### config.mk
export PLATFORM = sky130hd
export DESIGN_NAME = fadd_share_sched
export DESIGN_NICKNAME = d
export VERILOG_FILES = /design/src/rtl/fadd_share_sched.sv
export SDC_FILE = /design/constraint.sdc
export NUM_CORES = 1
export LEC_CHECK = 0
export ABC_AREA = 1
export BUFFER_PORTS_ARGS = -buffer_cell sky130_fd_sc_hd__buf_2
export CAP_MARGIN = 30
export CORE_MARGIN = 2
export CORE_UTILIZATION = 42
export DETAILED_ROUTE_END_ITERATION = 16
export SLEW_MARGIN = 20
export SYNTH_ARGS = -nofsm -noshare
export SYNTH_HDL_FRONTEND = slang
export SYNTH_SLANG_ARGS = --single-unit
### constraint.sdc
create_clock -name aclk -period 7.4 [get_ports aclk]
set_input_delay 1.11 -clock aclk [delete_from_list [all_inputs] [get_ports aclk]]
set_output_delay 1.11 -clock aclk [all_outputs]
set_load 0.01 [all_outputs]
### src/rtl/fadd_share_sched.sv
// fadd_share_sched -- round-robin scheduler sharing one fixed-latency FP adder
// pipeline among NUM_REQ requesters.
//
// One operand pair is issued per cycle to the first eligible requester at or
// after rr_ptr. Eligible means it is requesting and still has a credit. Each
// issue is tagged with its requester ID in a shadow pipeline that advances with
// the adder. The tag leaving the pipeline steers the adder result into that
// requester's response FIFO.
//
// A requester's credits cover its in-flight results plus its buffered results,
// so a full FIFO is never written.
//
// Optional feature: define FADD_SHARE_CLKGATE_EN to gate ip_aclken when the
// block is idle. When it is not defined, ip_aclken is tied to 1.
//
// Ports:
//   aclk, areset            clock, asynchronous active-high reset
//   req_valid/req_ready     per-requester issue handshake (ready is the grant)
//   req_a, req_b            packed operands, requester i at [32i+31:32i]
//   rsp_valid/rsp_ready     per-requester response FIFO handshake
//   rsp_data                packed FIFO heads
//   ip_aclken               adder clock enable
//   ip_a_*, ip_b_*          adder operand channels (no backpressure)
//   ip_result_*             adder result channel
//   err_tag                 sticky: adder result strobe disagreed with tag tail

// Per-requester response FIFO plus issue credit counter.
module fadd_share_lane #(
    parameter int RSP_DEPTH = 4
) (
    input  logic        aclk,
    input  logic        areset,
    input  logic        issue,
    input  logic        push,
    input  logic [31:0] push_data,
    input  logic        pop_rdy,
    output logic        has_credit,
    output logic        rsp_valid,
    output logic [31:0] rsp_data
);
    localparam int AW = $clog2(RSP_DEPTH);
    localparam int CW = $clog2(RSP_DEPTH + 1);

    logic [CW-1:0] credit;
    logic [AW:0]   wr_ptr, rd_ptr;
    logic [31:0]   mem [RSP_DEPTH];
    logic          pop, full;

    assign rsp_valid  = (wr_ptr != rd_ptr);
    assign full       = (wr_ptr[AW] != rd_ptr[AW]) && (wr_ptr[AW-1:0] == rd_ptr[AW-1:0]);
    assign pop        = rsp_valid && pop_rdy;
    assign has_credit = (credit != '0);
    // An empty FIFO presents zero rather than a stale entry.
    assign rsp_data   = rsp_valid ? mem[rd_ptr[AW-1:0]] : '0;

    always_ff @(posedge aclk) begin
        if (push) mem[wr_ptr[AW-1:0]] <= push_data;
    end

    always_ff @(posedge aclk or posedge areset) begin
        if (areset) begin
            wr_ptr <= '0;
            rd_ptr <= '0;
            credit <= CW'(RSP_DEPTH);
        end else begin
            if (push) wr_ptr <= wr_ptr + 1'b1;
            if (pop)  rd_ptr <= rd_ptr + 1'b1;
            if (issue && !pop)      credit <= credit - CW'(1);
            else if (pop && !issue) credit <= credit + CW'(1);
        end
    end

    a_no_overflow: assert property (@(posedge aclk) disable iff (areset) !(push && full));
    a_credit_lo:   assert property (@(posedge aclk) disable iff (areset) !(issue && credit == '0));
endmodule

module fadd_share_sched #(
    parameter int NUM_REQ   = 4,
    parameter int LATENCY   = 7,
    parameter int RSP_DEPTH = 4
) (
    input  logic                  aclk,
    input  logic                  areset,
    input  logic [NUM_REQ-1:0]    req_valid,
    output logic [NUM_REQ-1:0]    req_ready,
    input  logic [NUM_REQ*32-1:0] req_a,
    input  logic [NUM_REQ*32-1:0] req_b,
    output logic [NUM_REQ-1:0]    rsp_valid,
    input  logic [NUM_REQ-1:0]    rsp_ready,
    output logic [NUM_REQ*32-1:0] rsp_data,
    output logic                  ip_aclken,
    output logic                  ip_a_tvalid,
    output logic                  ip_b_tvalid,
    output logic [31:0]           ip_a_tdata,
    output logic [31:0]           ip_b_tdata,
    input  logic                  ip_result_tvalid,
    input  logic [31:0]           ip_result_tdata,
    output logic                  err_tag
);
    localparam int IW = $clog2(NUM_REQ);
    localparam int SW = $clog2(LATENCY + 1);

    logic [NUM_REQ-1:0][31:0] a_arr, b_arr, rsp_arr;
    logic [NUM_REQ-1:0]       has_credit, eligible, grant, push;
    logic [IW-1:0]            rr_ptr, grant_id;
    logic                     issue;
    logic [LATENCY-1:0]       vld_pipe;
    logic [LATENCY-1:0][IW-1:0] id_pipe;
    logic                     tail_vld;
    logic [IW-1:0]            tail_id;
    logic [SW-1:0]            settle;

    assign a_arr    = req_a;
    assign b_arr    = req_b;
    assign rsp_data = rsp_arr;
    assign eligible = req_valid & has_credit;

`ifdef FADD_SHARE_CLKGATE_EN
    // Freeze the adder and the tag pipeline when nothing is in flight and
    // nobody can issue. Latency counts enabled cycles, so the result timing
    // relative to the tag pipeline is unaffected.
    assign ip_aclken = areset || (|vld_pipe) || (|eligible);
`else
    assign ip_aclken = 1'b1;
`endif

    // Cyclic priority search starting at rr_ptr. The search walks from the
    // farthest offset to the nearest, so the nearest eligible requester is
    // the last one written and wins.
    always_comb begin
        int idx;
        grant    = '0;
        grant_id = '0;
        idx      = 0;
        if (!areset && ip_aclken) begin
            for (int k = NUM_REQ - 1; k >= 0; k--) begin
                idx = int'(rr_ptr) + k;
                if (idx >= NUM_REQ) idx = idx - NUM_REQ;
                if (eligible[idx]) begin
                    grant      = '0;
                    grant[idx] = 1'b1;
                    grant_id   = IW'(idx);
                end
            end
        end
    end

    assign issue       = |grant;
    assign req_ready   = grant;
    assign ip_a_tvalid = issue;
    assign ip_b_tvalid = issue;
    assign ip_a_tdata  = issue ? a_arr[grant_id] : '0;
    assign ip_b_tdata  = issue ? b_arr[grant_id] : '0;

    always_ff @(posedge aclk or posedge areset) begin
        if (areset)     rr_ptr <= '0;
        else if (issue) rr_ptr <= (int'(grant_id) == NUM_REQ - 1) ? '0 : grant_id + 1'b1;
    end

    // The tag shadow pipeline tracks the adder stage by stage.
    always_ff @(posedge aclk or posedge areset) begin
        if (areset) begin
            vld_pipe <= '0;
            id_pipe  <= '0;
        end else if (ip_aclken) begin
            vld_pipe[0] <= issue;
            id_pipe[0]  <= grant_id;
            for (int s = 1; s < LATENCY; s++) begin
                vld_pipe[s] <= vld_pipe[s-1];
                id_pipe[s]  <= id_pipe[s-1];
            end
        end
    end

    assign tail_vld = vld_pipe[LATENCY-1];
    assign tail_id  = id_pipe[LATENCY-1];

    // Results from issues made before a reset can still drain out of the adder
    // during the first LATENCY enabled cycles after reset. Tag mismatches in
    // that window are ignored.
    always_ff @(posedge aclk or posedge areset) begin
        if (areset) begin
            settle  <= SW'(LATENCY);
            err_tag <= 1'b0;
        end else if (ip_aclken) begin
            if (settle != '0)                       settle  <= settle - 1'b1;
            else if (tail_vld != ip_result_tvalid)  err_tag <= 1'b1;
        end
    end

    for (genvar i = 0; i < NUM_REQ; i++) begin : g_lane
        assign push[i] = ip_aclken && tail_vld && ip_result_tvalid && (int'(tail_id) == i);

        fadd_share_lane #(.RSP_DEPTH(RSP_DEPTH)) u_lane (
            .aclk       (aclk),
            .areset     (areset),
            .issue      (grant[i]),
            .push       (push[i]),
            .push_data  (ip_result_tdata),
            .pop_rdy    (rsp_ready[i]),
            .has_credit (has_credit[i]),
            .rsp_valid  (rsp_valid[i]),
            .rsp_data   (rsp_arr[i])
        );
    end
endmodule

==> results.yml <==
synth:
  syn_inst: 2587
  ys_seq_elements: 575
  syn_avg_cell_area_um2: 10.3
  ys_types: 31
  syn_area_um2: 26600
  yosysSeqAreaShare_pct: 63.8
  synth_top_flop_cell: "edfxtp_1"
  synth-edff-count: 512
  synth_area_leaders: "edfxtp_1 (58%), nor2_1 (6.8%), dfrtp_1 (5.3%), inv_1 (4.5%), nand3_1 (4.2%)"
  yosysWarningCount: 0
  synth.top_cell.area_share_pct: 57.8
  ys_async_sr_fraction_pct: 11.0
  synth_top_cell_by_area: "edfxtp_1"
  synth_common_cells: "edfxtp_1 (512), nor2_1 (478), inv_1 (322), nand2_1 (246), nand3_1 (223)"
  synth.most_common_cell: "edfxtp_1"
  syn_nets: 2921
power:
  p_leak_uw: 0.0134
  finalPower_uw: 14000
  power_density_nw_per_um2: 441
  peakVddDrop_mv: 0.294
sta:
  slew_viol_final: 0
  setup_viol: 0
  rsz0062_at_grt: "no"
  clock.fmax_mhz: 179
  setup-tns-final_ps: 0
  clock-skew-final_ps: 14.6
  hold_viol: 0
  slew_headroom_pct: 39.7
  layout_min_cycle_time_ps: 5600
  worst_pin_slew_ps: 905
  finalCritPeriodShare_pct: 75.6
detailed_routing:
  vias_per_cell: 5.19
  routedWlPerCell_um: 20.1
  drtPass1Iterations: 5
  antenna_left: 0
  wl_met3_um: 4520
  wl_um: 79100
  highest_layer: "met5"
  via_count: 20400
  drtIter0Drc: 1583
  drt-met1-wl_um: 30000
  drc: 0
  wl_met2_um: 41200
placement:
  gp_congestion: 0.931
  numPortBuffers: 501
  hpwl_um: 53100
worst_setup_path:
  slowest_delay_ps: 600
  rr_worst_depth: 15
  critical_path_arrival_ps: 4490
  end_kind: "output pin"
  path_max_fanout: 87
  ff2ff_setup_slack_ps: 4100
  start_kind: "flop"
  cpMostUsedCell: "nand2_2"
  required_ps: 6290
  r2r-end: "rr_ptr[1]"
  criticalPathCategory: "reg2out"
  regToRegStartpoint: "rr_ptr[0]"
  cp_slowest_cell: "nand2_4"
  crit_chain: "inv_4 -> ha_1 -> inv_1 -> nand3_1 -> nand2_2 -> nand2_2 -> nand2_1 -> nand2_2 -> nand2_4 -> nand2_4 -> buf_4 -> nand2_1 -> nand3_1 -> a21oi_1 -> buf_2"
clock_tree:
  cts_hold_buffers: 0
  post-cts-setup-buffers: 0
  post_cts_resized: 0
  cts_sinks: 575
  ctsHtreeMaxLevel: 2
  clkTransAtPathRegs_ps: 60
  clkLatencyLatePin_ps: 600
  clockBufferDepth: 3
  cts_root_buffer: "clkbuf_16"
  cts_tree: "built"
  cts_made_buffers: 56
grt:
  grt_pass1_wl_um: 118000
  antenna_found_initial: 27
  grt_start_max_net_pins: 88
  track_usage_pct: 23.5
  first_global_vias: 19900
  gr-total-overflow: 0
status:
  outcome: "complete, no violations"
die:
  dieArea_um2: 65300
  num_rows: 92
  top_level_ports: 503
  initial_core_util_pct: 42.3
  core_area_um2: 62900
  fp.dieW_um: 256
  dieHeight_um: 256
layout:
  drive_gt1_share_pct: 22.4
  fillerInstances: 5752
  area_delta_synth_final_pct: 19.7
  layout.nets: 3350
job:
  maxCapViolCount: 0
hold_path:
  hold_path.class: "reg2reg"
  hold_start: "id_pipe[8]"
  worst_hold_path.endpoint: "id_pipe[10]"
  worst_hold_path.num_cells: 0
==> power breakdown <==
group	total, uW	internal, uW	switching (uW)
registers	4000	3860	133
clock network	3000	1790	1210
logic	7030	2260	4770
==> cell type report <==
| class | instances | area, um2 | share of cell area (%) |
|---|---|---|---|
| Sequential cell | 575 | 17000 | 53.3 |
| Clock buffer | 68 | 1490 | 4.69 |
| Antenna cell | 17 | 42.5 | 0.134 |
| Timing Repair Buffer | 541 | 2890 | 9.08 |
| Clock inverter | 38 | 459 | 1.44 |
| Tap cell | 846 | 1060 | 3.33 |
| Inverter | 330 | 1250 | 3.93 |
| Multi-Input combinational cell | 1512 | 7650 | 24.1 |
==> worst max path at each step <==
stage / from / to / slack, ps
after global routing: rr_ptr[0] / ip_a_tdata[19] / 1460
after detailed placement: req_valid[1] / ip_a_tdata[25] / 2270
after CTS: rr_ptr[0] / ip_a_tdata[28] / 1800
after global placement: req_valid[2] / ip_a_tdata[28] / 2360
after floorplan: areset / ip_b_tdata[22] / 2320
final: rr_ptr[0] / ip_a_tdata[25] / 1800
==> worst max-delay path, delay by kind of cell (launching register included) <==
| family | cells | cell delay [ps] |
|---|---|---|
| compound gates | 1 | 210 |
| fa+ha+maj | 1 | 360 |
| buf+inv | 4 | 920 |
| flops | 1 | 590 |
| simple gates | 9 | 1660 |
==> registers in the layout (all words and copies together) (netlist names), 2 cells and up <==
signal and flops:
g_lane.u_lane.credit 12, g_lane.u_lane.mem 512, g_lane.u_lane.rd_ptr 12, g_lane.u_lane.wr_ptr 12, id_pipe 12, rr_ptr 2, settle 3, tail_id 2
vld_pipe 7
==> placed cells by master, fill, tap and decap left out, types with 2 or more instances in the layout <==
cell type / count
nor2_2: 7
buf_4: 36
inv_6: 3
nor2_1: 462
clkbuf_16: 58
clkinvlp_4: 3
nand2_2: 5
inv_2: 7
nand2_1: 245
edfxtp_1: 512
diode_2: 17
buf_16: 4
nand2_4: 3
fa_1: 4
o21ai_1: 4
buf_2: 501
inv_1: 319
nor2_4: 10
inv_4: 4
clkinv_1: 6
a21oi_1: 142
clkbuf_1: 9
clkinv_2: 14
bufinv_16: 10
dfstp_2: 7
ha_1: 31
nand3_1: 222
nand3b_1: 64
o21ai_0: 203
xnor2_1: 22
mux2_2: 2
dfrtp_2: 6
o32ai_1: 64
nand3_2: 3
xor2_1: 16
dfrtp_1: 50
==> cells by family (layout without fill, tap and decap cells) <==
logic type                 count (synthesis)  after routing  synth area share (%)
AOI/OAI and AO/OA                        415            415                  8.74
xor gates and xnor gates                  38             38                  1.25
adders and majority gates                 35             35                  1.76
buffers and inverters                    500            977                  7.79
DFF                                      575            575                  63.8
muxes                                      2              2                0.0847
other                                      1             18                0.0141
and+or+nand+nor                         1021           1021                  16.6
==> through the flow <==
| stage | worst slack [ps] | instances | util, % | cell area, um2 | hold WS, ps |
|---|---|---|---|---|---|
| floorplan | 2320 | 2587 | - | 26600 | 331 |
| detailed placement | 2270 | 3804 | 47.4 | 29800 | 336 |
| global placement | 2360 | 3800 | 47.3 | 29700 | 331 |
| global route | 1460 | 3925 | 50.6 | 31800 | 356 |
| CTS | 1800 | 3910 | 50.6 | 31800 | 349 |
| finish | 1800 | 3927 | 50.6 | 31800 | 342 |
==> routing by layer <==
layer  track usage (%)  vias up
met5                 0        -
met4              10.5       12
met3              4.19      148
met2              42.4      671
met1              27.3     9952
li1                  -     9579
(Power assumes the default switching activity.)
